===== config.mk =====
export PLATFORM = sky130hd
export DESIGN_NAME = uart_fifo_param
export DESIGN_NICKNAME = d
export VERILOG_FILES = /design/src/rtl/uart_fifo_pkg.sv /design/src/rtl/uart_fifo_sdpram.sv /design/src/rtl/uart_fifo_param.sv
export SDC_FILE = /design/constraint.sdc
export NUM_CORES = 1
export LEC_CHECK = 0
export ABC_CLOCK_PERIOD_IN_PS = 3600
export CAP_MARGIN = 5
export CORE_MARGIN = 4
export CORE_UTILIZATION = 35
export CTS_CLUSTER_SIZE = 16
export DETAILED_ROUTE_END_ITERATION = 10
export PLACE_DENSITY = 0.58
export SLEW_MARGIN = 20
export SYNTH_ARGS = -nofsm -noshare
export SYNTH_HDL_FRONTEND = slang
export SYNTH_SLANG_ARGS = --single-unit

===== constraint.sdc =====
create_clock -name CLK -period 3.6 [get_ports CLK]
set_input_delay 1.08 -clock CLK [delete_from_list [all_inputs] [get_ports CLK]]
set_output_delay 1.08 -clock CLK [all_outputs]
set_load 0.01 [all_outputs]

===== src/rtl/uart_fifo_pkg.sv =====
// Shared definitions for the parametrised UART FIFO.
// Contents:
//   FIFO_DEPTH_MAX            largest supported DEPTH
//   clog2()                   constant ceiling-log2 for elaboration checks
//   UART_FIFO_ASSERT_POW2     elaboration check: DEPTH is a power of 2
//   UART_FIFO_ASSERT_AW       elaboration check: AW == clog2(DEPTH)
`ifndef UART_FIFO_PKG_SV
`define UART_FIFO_PKG_SV

`define UART_FIFO_ASSERT_POW2(d) \
  if (((d) & ((d) - 1)) != 0) begin : g_depth_not_pow2 \
    $error("uart_fifo: DEPTH must be a power of 2"); \
  end

`define UART_FIFO_ASSERT_AW(d, aw) \
  if ((aw) != uart_fifo_pkg::clog2(d)) begin : g_aw_mismatch \
    $error("uart_fifo: AW must equal clog2(DEPTH)"); \
  end

`endif

package uart_fifo_pkg;

  localparam int unsigned FIFO_DEPTH_MAX = 1024;

  function automatic int unsigned clog2(input int unsigned v);
    int unsigned r;
    r = 0;
    for (int unsigned i = 0; i < 32; i++) begin
      if ((32'd1 << i) < v) r = i + 1;
    end
    return r;
  endfunction

endpackage


===== src/rtl/uart_fifo_sdpram.sv =====
// Simple dual-port WIDTH x DEPTH storage array for the UART FIFO.
// Ports:
//   clk             write clock (and read clock when registered)
//   rst_n           async active-low reset of the registered read output
//   clr             synchronous clear of the registered read output
//   wr_en/wr_addr/din   write port
//   rd_en/rd_addr       read port
//   dout            read data: registered (FWFT=0) or combinational (FWFT=1)
module uart_fifo_sdpram #(
  parameter int unsigned WIDTH = 8,
  parameter int unsigned DEPTH = 128,
  parameter int unsigned AW    = 7,
  parameter int unsigned FWFT  = 0
) (
  input  logic             clk,
  input  logic             rst_n,
  input  logic             clr,
  input  logic             wr_en,
  input  logic [AW-1:0]    wr_addr,
  input  logic [WIDTH-1:0] din,
  input  logic             rd_en,
  input  logic [AW-1:0]    rd_addr,
  output logic [WIDTH-1:0] dout
);

  logic [WIDTH-1:0] mem [DEPTH];

  // No reset on the array so it maps onto block RAM.
  always_ff @(posedge clk) begin
    if (wr_en) mem[wr_addr] <= din;
  end

  if (FWFT != 0) begin : g_comb_rd
    logic unused_rd_ctl;
    assign unused_rd_ctl = ^{rst_n, clr, rd_en};
    assign dout = mem[rd_addr];
  end else begin : g_reg_rd
    // Read-before-write: a read of the address being written returns the old word.
    always_ff @(posedge clk or negedge rst_n) begin
      if (!rst_n)     dout <= '0;
      else if (clr)   dout <= '0;
      else if (rd_en) dout <= mem[rd_addr];
    end
  end

endmodule


===== src/rtl/uart_fifo_param.sv =====
// Parametrised synchronous FIFO for the UART TX/RX data paths.
// Ports:
//   CLK, RESET        clock (rising edge), async active-low reset
//   WRB, DIN          active-low write strobe and write data
//   RDB, DOUT         active-low read strobe and read data
//   FLUSH, CLR_ERR    synchronous clear of contents / of sticky errors
//   THRESH, GEQTH     programmable level and COUNT >= THRESH flag
//   FULL, EMPTY, AFULL, AEMPTY, COUNT   fill status
//   OVERFLOW, UNDERFLOW                 sticky error flags
module uart_fifo_param
  import uart_fifo_pkg::*;
#(
  parameter int unsigned WIDTH         = 8,
  parameter int unsigned DEPTH         = 128,
  parameter int unsigned AW            = 7,
  parameter int unsigned AFULL_MARGIN  = 2,
  parameter int unsigned AEMPTY_MARGIN = 2,
  parameter int unsigned FWFT          = 0
) (
  input  logic             CLK,
  input  logic             RESET,
  input  logic             WRB,
  input  logic             RDB,
  input  logic [WIDTH-1:0] DIN,
  input  logic             FLUSH,
  input  logic             CLR_ERR,
  input  logic [AW:0]      THRESH,
  output logic [WIDTH-1:0] DOUT,
  output logic             FULL,
  output logic             EMPTY,
  output logic             AFULL,
  output logic             AEMPTY,
  output logic             GEQTH,
  output logic [AW:0]      COUNT,
  output logic             OVERFLOW,
  output logic             UNDERFLOW
);

  `UART_FIFO_ASSERT_POW2(DEPTH)
  `UART_FIFO_ASSERT_AW(DEPTH, AW)

  if (DEPTH < 4 || DEPTH > FIFO_DEPTH_MAX) begin : g_depth_range
    $error("uart_fifo: DEPTH out of range");
  end
  if (WIDTH < 1 || WIDTH > 32) begin : g_width_range
    $error("uart_fifo: WIDTH out of range");
  end

  localparam logic [AW:0] DEPTH_LVL  = (AW+1)'(DEPTH);
  localparam logic [AW:0] AFULL_LVL  = (AW+1)'(DEPTH - AFULL_MARGIN);
  localparam logic [AW:0] AEMPTY_LVL = (AW+1)'(AEMPTY_MARGIN);

  logic [AW-1:0] wr_ptr;
  logic [AW-1:0] rd_ptr;
  logic [AW:0]   count;
  logic          wr_ok;
  logic          rd_ok;
  logic          wr_en;
  logic          rd_en;
  logic          ovf_set;
  logic          unf_set;

  assign wr_ok   = ~WRB & (~FULL | ~RDB);
  assign rd_ok   = ~RDB & ~EMPTY;
  assign wr_en   = wr_ok & ~FLUSH;
  assign rd_en   = rd_ok & ~FLUSH;
  assign ovf_set = ~WRB & FULL & RDB;
  assign unf_set = ~RDB & EMPTY;

  always_ff @(posedge CLK or negedge RESET) begin
    if (!RESET) begin
      wr_ptr <= '0;
      rd_ptr <= '0;
      count  <= '0;
    end else if (FLUSH) begin
      wr_ptr <= '0;
      rd_ptr <= '0;
      count  <= '0;
    end else begin
      if (wr_en) wr_ptr <= wr_ptr + 1'b1;
      if (rd_en) rd_ptr <= rd_ptr + 1'b1;
      case ({wr_en, rd_en})
        2'b10:   count <= count + 1'b1;
        2'b01:   count <= count - 1'b1;
        default: count <= count;
      endcase
    end
  end

  // FLUSH beats a new error, which beats CLR_ERR.
  always_ff @(posedge CLK or negedge RESET) begin
    if (!RESET) begin
      OVERFLOW  <= 1'b0;
      UNDERFLOW <= 1'b0;
    end else if (FLUSH) begin
      OVERFLOW  <= 1'b0;
      UNDERFLOW <= 1'b0;
    end else begin
      if (ovf_set)      OVERFLOW  <= 1'b1;
      else if (CLR_ERR) OVERFLOW  <= 1'b0;
      if (unf_set)      UNDERFLOW <= 1'b1;
      else if (CLR_ERR) UNDERFLOW <= 1'b0;
    end
  end

  assign COUNT  = count;
  assign FULL   = (count == DEPTH_LVL);
  assign EMPTY  = (count == '0);
  assign AFULL  = (count >= AFULL_LVL);
  assign AEMPTY = (count <= AEMPTY_LVL);
  assign GEQTH  = (count >= THRESH);

  uart_fifo_sdpram #(
    .WIDTH (WIDTH),
    .DEPTH (DEPTH),
    .AW    (AW),
    .FWFT  (FWFT)
  ) u_ram (
    .clk     (CLK),
    .rst_n   (RESET),
    .clr     (FLUSH),
    .wr_en   (wr_en),
    .wr_addr (wr_ptr),
    .din     (DIN),
    .rd_en   (rd_en),
    .rd_addr (rd_ptr),
    .dout    (DOUT)
  );

endmodule


==> results_dict.tcl, run 1 <==
set metrics [dict create \
    relSlewSlack 0.438 \
    drive_gt1_frac 0.266 \
    fmax_mhz 284 \
    synth_edf_count 1024 \
    yosysWarnings 0 \
    clock_sinks 1056 \
    vias_per_cell 5.36 \
    power_per_cell_area_nw_per_um2 621 \
    synth_compound_area_frac 0.0307 \
    maxSlewViolCount 0 \
    tightest_slew_ns 0.836 \
    synth_top_family_by_area "multiplexers" \
    ios 45 \
    ff2ff_setup_slack_ns 0.40 \
    gr-total-overflow 0 \
    cp.arrival_ns 2.44 \
    ys_seq_area_frac 0.756 \
    synth_xor_area_frac 0.00378 \
    rows 126 \
    worstSetupEndpointType "output port" \
    grt_pass1_vias 22035 \
    leakagePower_uw 0.0154 \
    pwr-share-seq 0.454 \
    synth_area_um2 41700 \
    drt_iter0_drc 2270 \
    cp_slowest_cell "clkdlybuf4s50_1" \
    switching_power_uw 7800 \
    first_pass_iters 5 \
    path_cells "clkdlybuf4s50_1 -> inv_1 -> ha_1 -> or2_2 -> a21oi_2 -> a21oi_1 -> buf_2" \
    dp.cells 3797 \
    worst_slack_ns 0.0775 \
    yosys.area.top_type "edfxtp_1" \
    post-route-period-util 0.978 \
    dp_hpwl_um 64900 \
    antenna_cells 0 \
    critPathKind "input port to output port" \
    clk_latency_ns 0.69 \
    cts_tree "done" \
    synth.area.top_cells "edfxtp_1 74%, mux4_2 13%, dfrtp_1 1.9%" \
    htree_num_levels 3 \
    gp_congestion 0.829 \
    wl_um 103000 \
    finalPower_uw 30300 \
    syn_avg_cell_area_um2 19.8 \
    numCtsBuffers 105 \
    drc 0 \
    skew_ns 0.0430 \
    wl_per_cell_um 25.7 \
    setup-violations-final 0 \
    synth-simple-area-share 0.0420 \
    preCtsSetupSlack_ns -0.659 \
    io_buffers 44 \
    synthCells 2102 \
    slowest_delay_ns 0.45 \
    antenna_found_initial 0 \
    regToRegEndpoint "u_ram.dout[6]" \
    drv_cap 0 \
    worst-path-max-fanout 1 \
    fin_util 0.412 \
    synth_cell_types 54 \
    vias 21425 \
    r2r_cells 8 \
    fp.dieW_um 353 \
    combPwrFrac 0.196 \
    r2r-start "rd_ptr[1]" \
    p_int_uw 22500 \
    yosys.area.top_type_share 0.737 \
    start_kind "input port" \
    drtAntennaViolNets 0 \
    peakVddDrop_mv 0.451 \
    final_cells 3994 \
    async_flop_share 0.0303 \
    post-route-min-period_ns 3.52 \
    netSwitchingFraction 0.258 \
    clk_pin_slew_ns 0.06 \
    syn_to_final_growth_pct 16.7 \
    status "finished clean" \
    grt_pass1_wl_um 151000 \
    cts_buffer_depth 3 \
    die_area_um2 125000 \
    synth.mux.area_fraction 0.144 \
    start_util 0.353 \
    core-area_um2 118000 \
    tns_ns 0 \
    nets 2405 \
    grt_max_degree 129 \
    ys_ff_latch 1056 \
    hold_viol_final 0 \
    die_h_um 353 \
    synthAdderAreaFrac 0.00420 \
    grt_use_total 0.162 \
    cp.required_ns 2.52 \
    ys.flop_type "edfxtp_1" \
    cts_root_buf "clkbuf_16" \
    pwr-share-clk 0.350 \
    syn-num-nets 2138 \
    hold_class "input port to asynchronous set/reset pin" \
]
-- repair_timing --
| item | in CTS | in global routing |
|---|---|---|
| resized for setup | 16 | 3 |
| gates cloned | 0 | 0 |
| hold buffers | 0 | 0 |
| pin swaps | 9 | 7 |
| setup buffers | 1 | 0 |
| endpoints found under the setup margin | 4 | 1 |
-- kinds of logic (layout without fill, tap and decap cells) --
| group | after synthesis | in the layout |
|---|---|---|
| compound gates | 183 | 183 |
| fa+ha+maj | 14 | 14 |
| buf+inv | 131 | 487 |
| flops | 1056 | 1056 |
| simple gates | 393 | 393 |
| xor+xnor | 18 | 18 |
| mux | 307 | 307 |
-- synthesized netlist by cell type (23+ instances only) --
library cell	number
nor2_1	194
nand3_1	28
mux4_2	236
nand2_1	78
a21oi_1	40
dfrtp_1	32
nor3_1	23
edfxtp_1	1024
a22oi_1	41
mux2i_1	71
clkbuf_1	53
buf_2	23
-- flip-flops by register name (all words and copies together) (netlist names) --
register / cells
u_ram.dout: 8
wr_ptr: 7
rd_ptr: 7
u_ram.mem: 1024
OVERFLOW: 1
COUNT: 8
UNDERFLOW: 1
-- routing by layer --
layer  up-vias  GRT usage  wire length [µm]
met5         -          0                 0
met4         0     0.0538              3370
met3       173     0.0322              6930
met2       761      0.256             48600
met1     11345      0.227             43800
li1       9146          -                 -
-- placed cells by master (no fill, tap or decap), types with 27 or more instances in the layout --
cell,instances
clkbuf_16,107
nand3_1,28
mux2i_1,71
nor2_1,193
dfrtp_1,28
a21oi_1,38
mux4_2,236
nand2_1,78
buf_4,224
a22oi_1,41
clkdlybuf4s50_1,28
clkinv_1,27
edfxtp_1,1024
-- critical path, delay by kind of cell --
| kind | cells | cell delay (ns) |
|---|---|---|
| fa+ha+maj | 1 | 0.27 |
| compound gates | 2 | 0.17 |
| simple gates | 1 | 0.30 |
| buf+inv | 3 | 0.63 |
-- metrics by stage --
stage	hold WS (ns)	area, µm²
after detailed placement	0.516	45300
after floorplan	0.538	41700
after global placement	0.510	45300
final	0.474	48700
after global routing	0.522	48700
after CTS	0.462	48700
-- worst max-delay path by stage --
stage	start	to	depth (start not counted)
final	THRESH[6]	GEQTH	7
after global routing	THRESH[0]	GEQTH	10
after CTS	THRESH[0]	GEQTH	10
after detailed placement	THRESH[0]	GEQTH	10
after global placement	THRESH[0]	GEQTH	10
after floorplan	FLUSH	COUNT[6]	9
-- power groups by stage --
stage | clock network [µW] | registers, µW | logic, µW
after global routing | 11400 | 13700 | 6340
after global placement | 0 | 14000 | 5920
after floorplan | 0 | 13900 | 4210
after CTS | 10800 | 13700 | 6010
final | 10600 | 13700 | 5920
after detailed placement | 0 | 14000 | 5980
-- cell type report --
cell class	count	area [µm²]
clock buffer	130	2780
sequential	1056	31600
multi-input combinational	915	9430
inverter	12	45.0
fill	10463	69500
clock inverter	66	562
tap	1536	1920
timing repair buffer	279	2400
(Power assumes the default switching activity.)
==> inputs of run 2 (changes only) <==
--- a/config.mk
+++ b/config.mk
@@ -15,4 +15,5 @@
 export SLEW_MARGIN = 20
 export SYNTH_ARGS = -nofsm -noshare
 export SYNTH_HDL_FRONTEND = slang
+export SYNTH_HIERARCHICAL = 1
 export SYNTH_SLANG_ARGS = --single-unit
==> run 2 against run 1 <==
Net effect:
- flip-flop and latch count stayed put
- register-to-register slack worse by 0.11 ns
- critical path type unchanged
- die area is 1.9% higher
- largest power group unchanged
==> results_dict.tcl, run 2 <==
set metrics [dict create \
    leakagePower_uw 0.0158 \
    core-area_um2 120000 \
    pwr-share-seq 0.459 \
    ff2ff_setup_slack_ns 0.29 \
    drv_cap 0 \
    slowest_delay_ns 0.38 \
    gr-total-overflow 0 \
    peakVddDrop_mv 0.371 \
    cp.arrival_ns 2.46 \
    cp_top_family "compound AO/OA/AOI/OAI gates" \
    ys.flop_type "edfxtp_1" \
    drt_iter0_drc 2531 \
    antenna_found_initial 5 \
    cts_buffer_depth 3 \
    largest_register_ff_count 1024 \
    drc 0 \
    grt_pass1_vias 22943 \
    htree_num_levels 3 \
    tightest_slew_ns 1.24 \
    yosys.area.top_type "edfxtp_1" \
    regToRegEndpoint "u_ram/dout[0]" \
    ys_seq_area_frac 0.742 \
    final_cells 4244 \
    maxSlewViolCount 0 \
    fillers 10584 \
    numCtsBuffers 107 \
    wl_um 104000 \
    vias_per_cell 5.29 \
    die_area_um2 127000 \
    yosysWarnings 6 \
    fp.dieW_um 357 \
    vias 22431 \
    async_flop_share 0.0303 \
    dp.cells 4047 \
    multi_input_area_um2 10200 \
    start_util 0.354 \
    cts_root_buf "clkbuf_16" \
    post-route-min-period_ns 3.54 \
    cts_setup_buffers 0 \
    start_kind "input port" \
    fmax_mhz 282 \
    skew_ns 0.0371 \
    synthCells 2283 \
    power_per_cell_area_nw_per_um2 604 \
    critPathKind "input port to output port" \
    worstSetupEndpointType "output port" \
    drive_gt1_frac 0.219 \
    synth_cell_types 62 \
    cts_tree "done" \
    rows 127 \
    clock_sinks 1056 \
    switching_power_uw 7990 \
    antenna_cells 0 \
    final_cell_mix "1024 x edfxtp_1, 243 x mux2i_1, 222 x buf_4" \
    relSlewSlack 0.167 \
    yosys.area.top_type_share 0.723 \
    layout_commonest_cell "edfxtp_1" \
    cp.required_ns 2.52 \
    synth.area.top_cells "edfxtp_1 72%, mux4_2 6.7%, mux2i_1 5.7%" \
    grt_use_total 0.162 \
    worst_slack_ns 0.0585 \
    synthTopCellsByCount "1024 x edfxtp_1, 243 x mux2i_1, 178 x nor2_1" \
    grt_pass1_wl_um 154000 \
    setup-violations-final 0 \
    syn_to_final_growth_pct 17.0 \
    hold_viol_final 0 \
    critPathBufInv 2 \
    ios 45 \
    holdWs_ns 0.526 \
    hold_class "input port to asynchronous set/reset pin" \
    cp_slowest_cell "o41a_1" \
    path_cells "clkbuf_2 -> ha_1 -> nand2b_4 -> a21o_1 -> a21oi_2 -> o21ai_1 -> o41a_1 -> buf_2" \
    ys_ff_latch 1056 \
    regArea_um2 31600 \
    synth_edf_count 1024 \
    wl_per_cell_um 24.5 \
    synth_most_common_cell "edfxtp_1" \
    tns_ns 0 \
    dp_hpwl_um 66300 \
    netSwitchingFraction 0.266 \
    r2r-start "rd_ptr[0]" \
    io_buffers 44 \
    grt_max_degree 81 \
    worst-path-max-fanout 1 \
    first_pass_iters 5 \
    synth_area_um2 42500 \
    syn-num-nets 2322 \
    die_h_um 357 \
    r2r_cells 7 \
    pwr-share-clk 0.355 \
    clk_latency_ns 0.70 \
    status "finished clean" \
    syn_avg_cell_area_um2 18.6 \
    largest-register "u_ram/mem" \
    holdBufCountCts 0 \
    p_int_uw 22100 \
    combPwrFrac 0.186 \
    fin_util 0.414 \
    gp_congestion 0.892 \
    nets 2583 \
    post-route-period-util 0.984 \
    drtAntennaViolNets 0 \
    clk_pin_slew_ns 0.07 \
    preCtsSetupSlack_ns -0.661 \
]
-- run 2: changes by cell type after synthesis, moves of 12 or more --
cell | before | now
o221ai_1 | 0 | 16
a22o_1 | 17 | 0
o21ai_0 | 12 | 24
o22a_1 | 0 | 16
mux4_1 | 0 | 26
nor2_1 | 194 | 178
nand2_1 | 78 | 62
a22oi_1 | 41 | 63
o22ai_1 | 13 | 32
mux4_2 | 236 | 126
mux2i_1 | 71 | 243
nor3b_1 | 1 | 16
-- run 2: routing by layer --
metal | share of wire | global-route usage | routed length, µm
met3 | 0.067 | 0.0281 | 6960
met5 | 0 | 0 | 0
met4 | 0.026 | 0.0489 | 2730
met2 | 0.48 | 0.260 | 49300
met1 | 0.43 | 0.227 | 44800
-- run 2: kinds of logic (layout without fill, tap and decap cells) --
kind of cell | count (synthesis) | in the layout | share of synthesized area
adder cells (fa/ha/maj) | 17 | 17 | 0.00518
flip-flops | 1056 | 1056 | 0.742
XOR/XNOR | 15 | 15 | 0.00309
buffers and inverters | 146 | 495 | 0.0226
AO/OA/AOI/OAI | 263 | 263 | 0.0436
multiplexers | 404 | 404 | 0.142
AND/OR/NAND/NOR | 382 | 382 | 0.0417
-- run 2: power by group through the flow --
stage	clock [µW]	combinational [µW]	sequential [µW]
floorplan	0	3800	14000
global placement	0	5470	14000
detailed placement	0	5560	14000
CTS	10900	5560	13800
global route	11500	5960	13800
finish	10700	5590	13800
-- run 2: final cells by class --
type,instances,share of cell area
tap,1612,0.0405
multi-input combinational,1081,0.204
timing repair buffer,287,0.0523
inverter,11,0.000829
clock inverter,76,0.0138
clock buffer,121,0.0548
sequential,1056,0.634
-- run 2: worst register-to-register path: cells and delay by family, from the launching register on --
kind            cells  cell delay, ns
buf+inv             1            0.34
simple gates        1            1.06
compound gates      4            0.99
flops               1            0.63
mux                 1            0.16
-- run 2: how the worst max path moves through the flow --
| stage | cells past startpoint | slack (ns) | start | end |
|---|---|---|---|---|
| floorplan | 11 | 0.34 | COUNT[5] | COUNT[7] |
| global placement | 8 | -0.69 | THRESH[0] | GEQTH |
| detailed placement | 8 | -0.66 | THRESH[0] | GEQTH |
| CTS | 8 | -0.28 | THRESH[0] | GEQTH |
| global route | 8 | -0.02 | THRESH[0] | GEQTH |
| finish | 8 | 0.06 | THRESH[0] | GEQTH |
-- run 2: timing repair --
action | 4_1_cts | 5_1_grt
resized for setup | 8 | 24
endpoints found under the setup margin | 3 | 3
pin swaps | 0 | 11
hold endpoints to repair | 0 | 0
-- run 2: per-stage QoR --
stage	power, µW	instance area, µm²
global route	31200	49800
detailed placement	19600	46300
CTS	30300	49700
finish	30100	49800
floorplan	17800	42500
global placement	19500	46300
==> inputs of run 3 (changes only) <==
--- a/config.mk
+++ b/config.mk
@@ -11,6 +11,7 @@
 export CORE_UTILIZATION = 35
 export CTS_CLUSTER_SIZE = 16
 export DETAILED_ROUTE_END_ITERATION = 10
+export GPL_ROUTABILITY_DRIVEN = 0
 export PLACE_DENSITY = 0.58
 export SLEW_MARGIN = 20
 export SYNTH_ARGS = -nofsm -noshare
==> results of run 3 <==
Same layout as run 2: the final DEF is identical, and so are final timing and power.
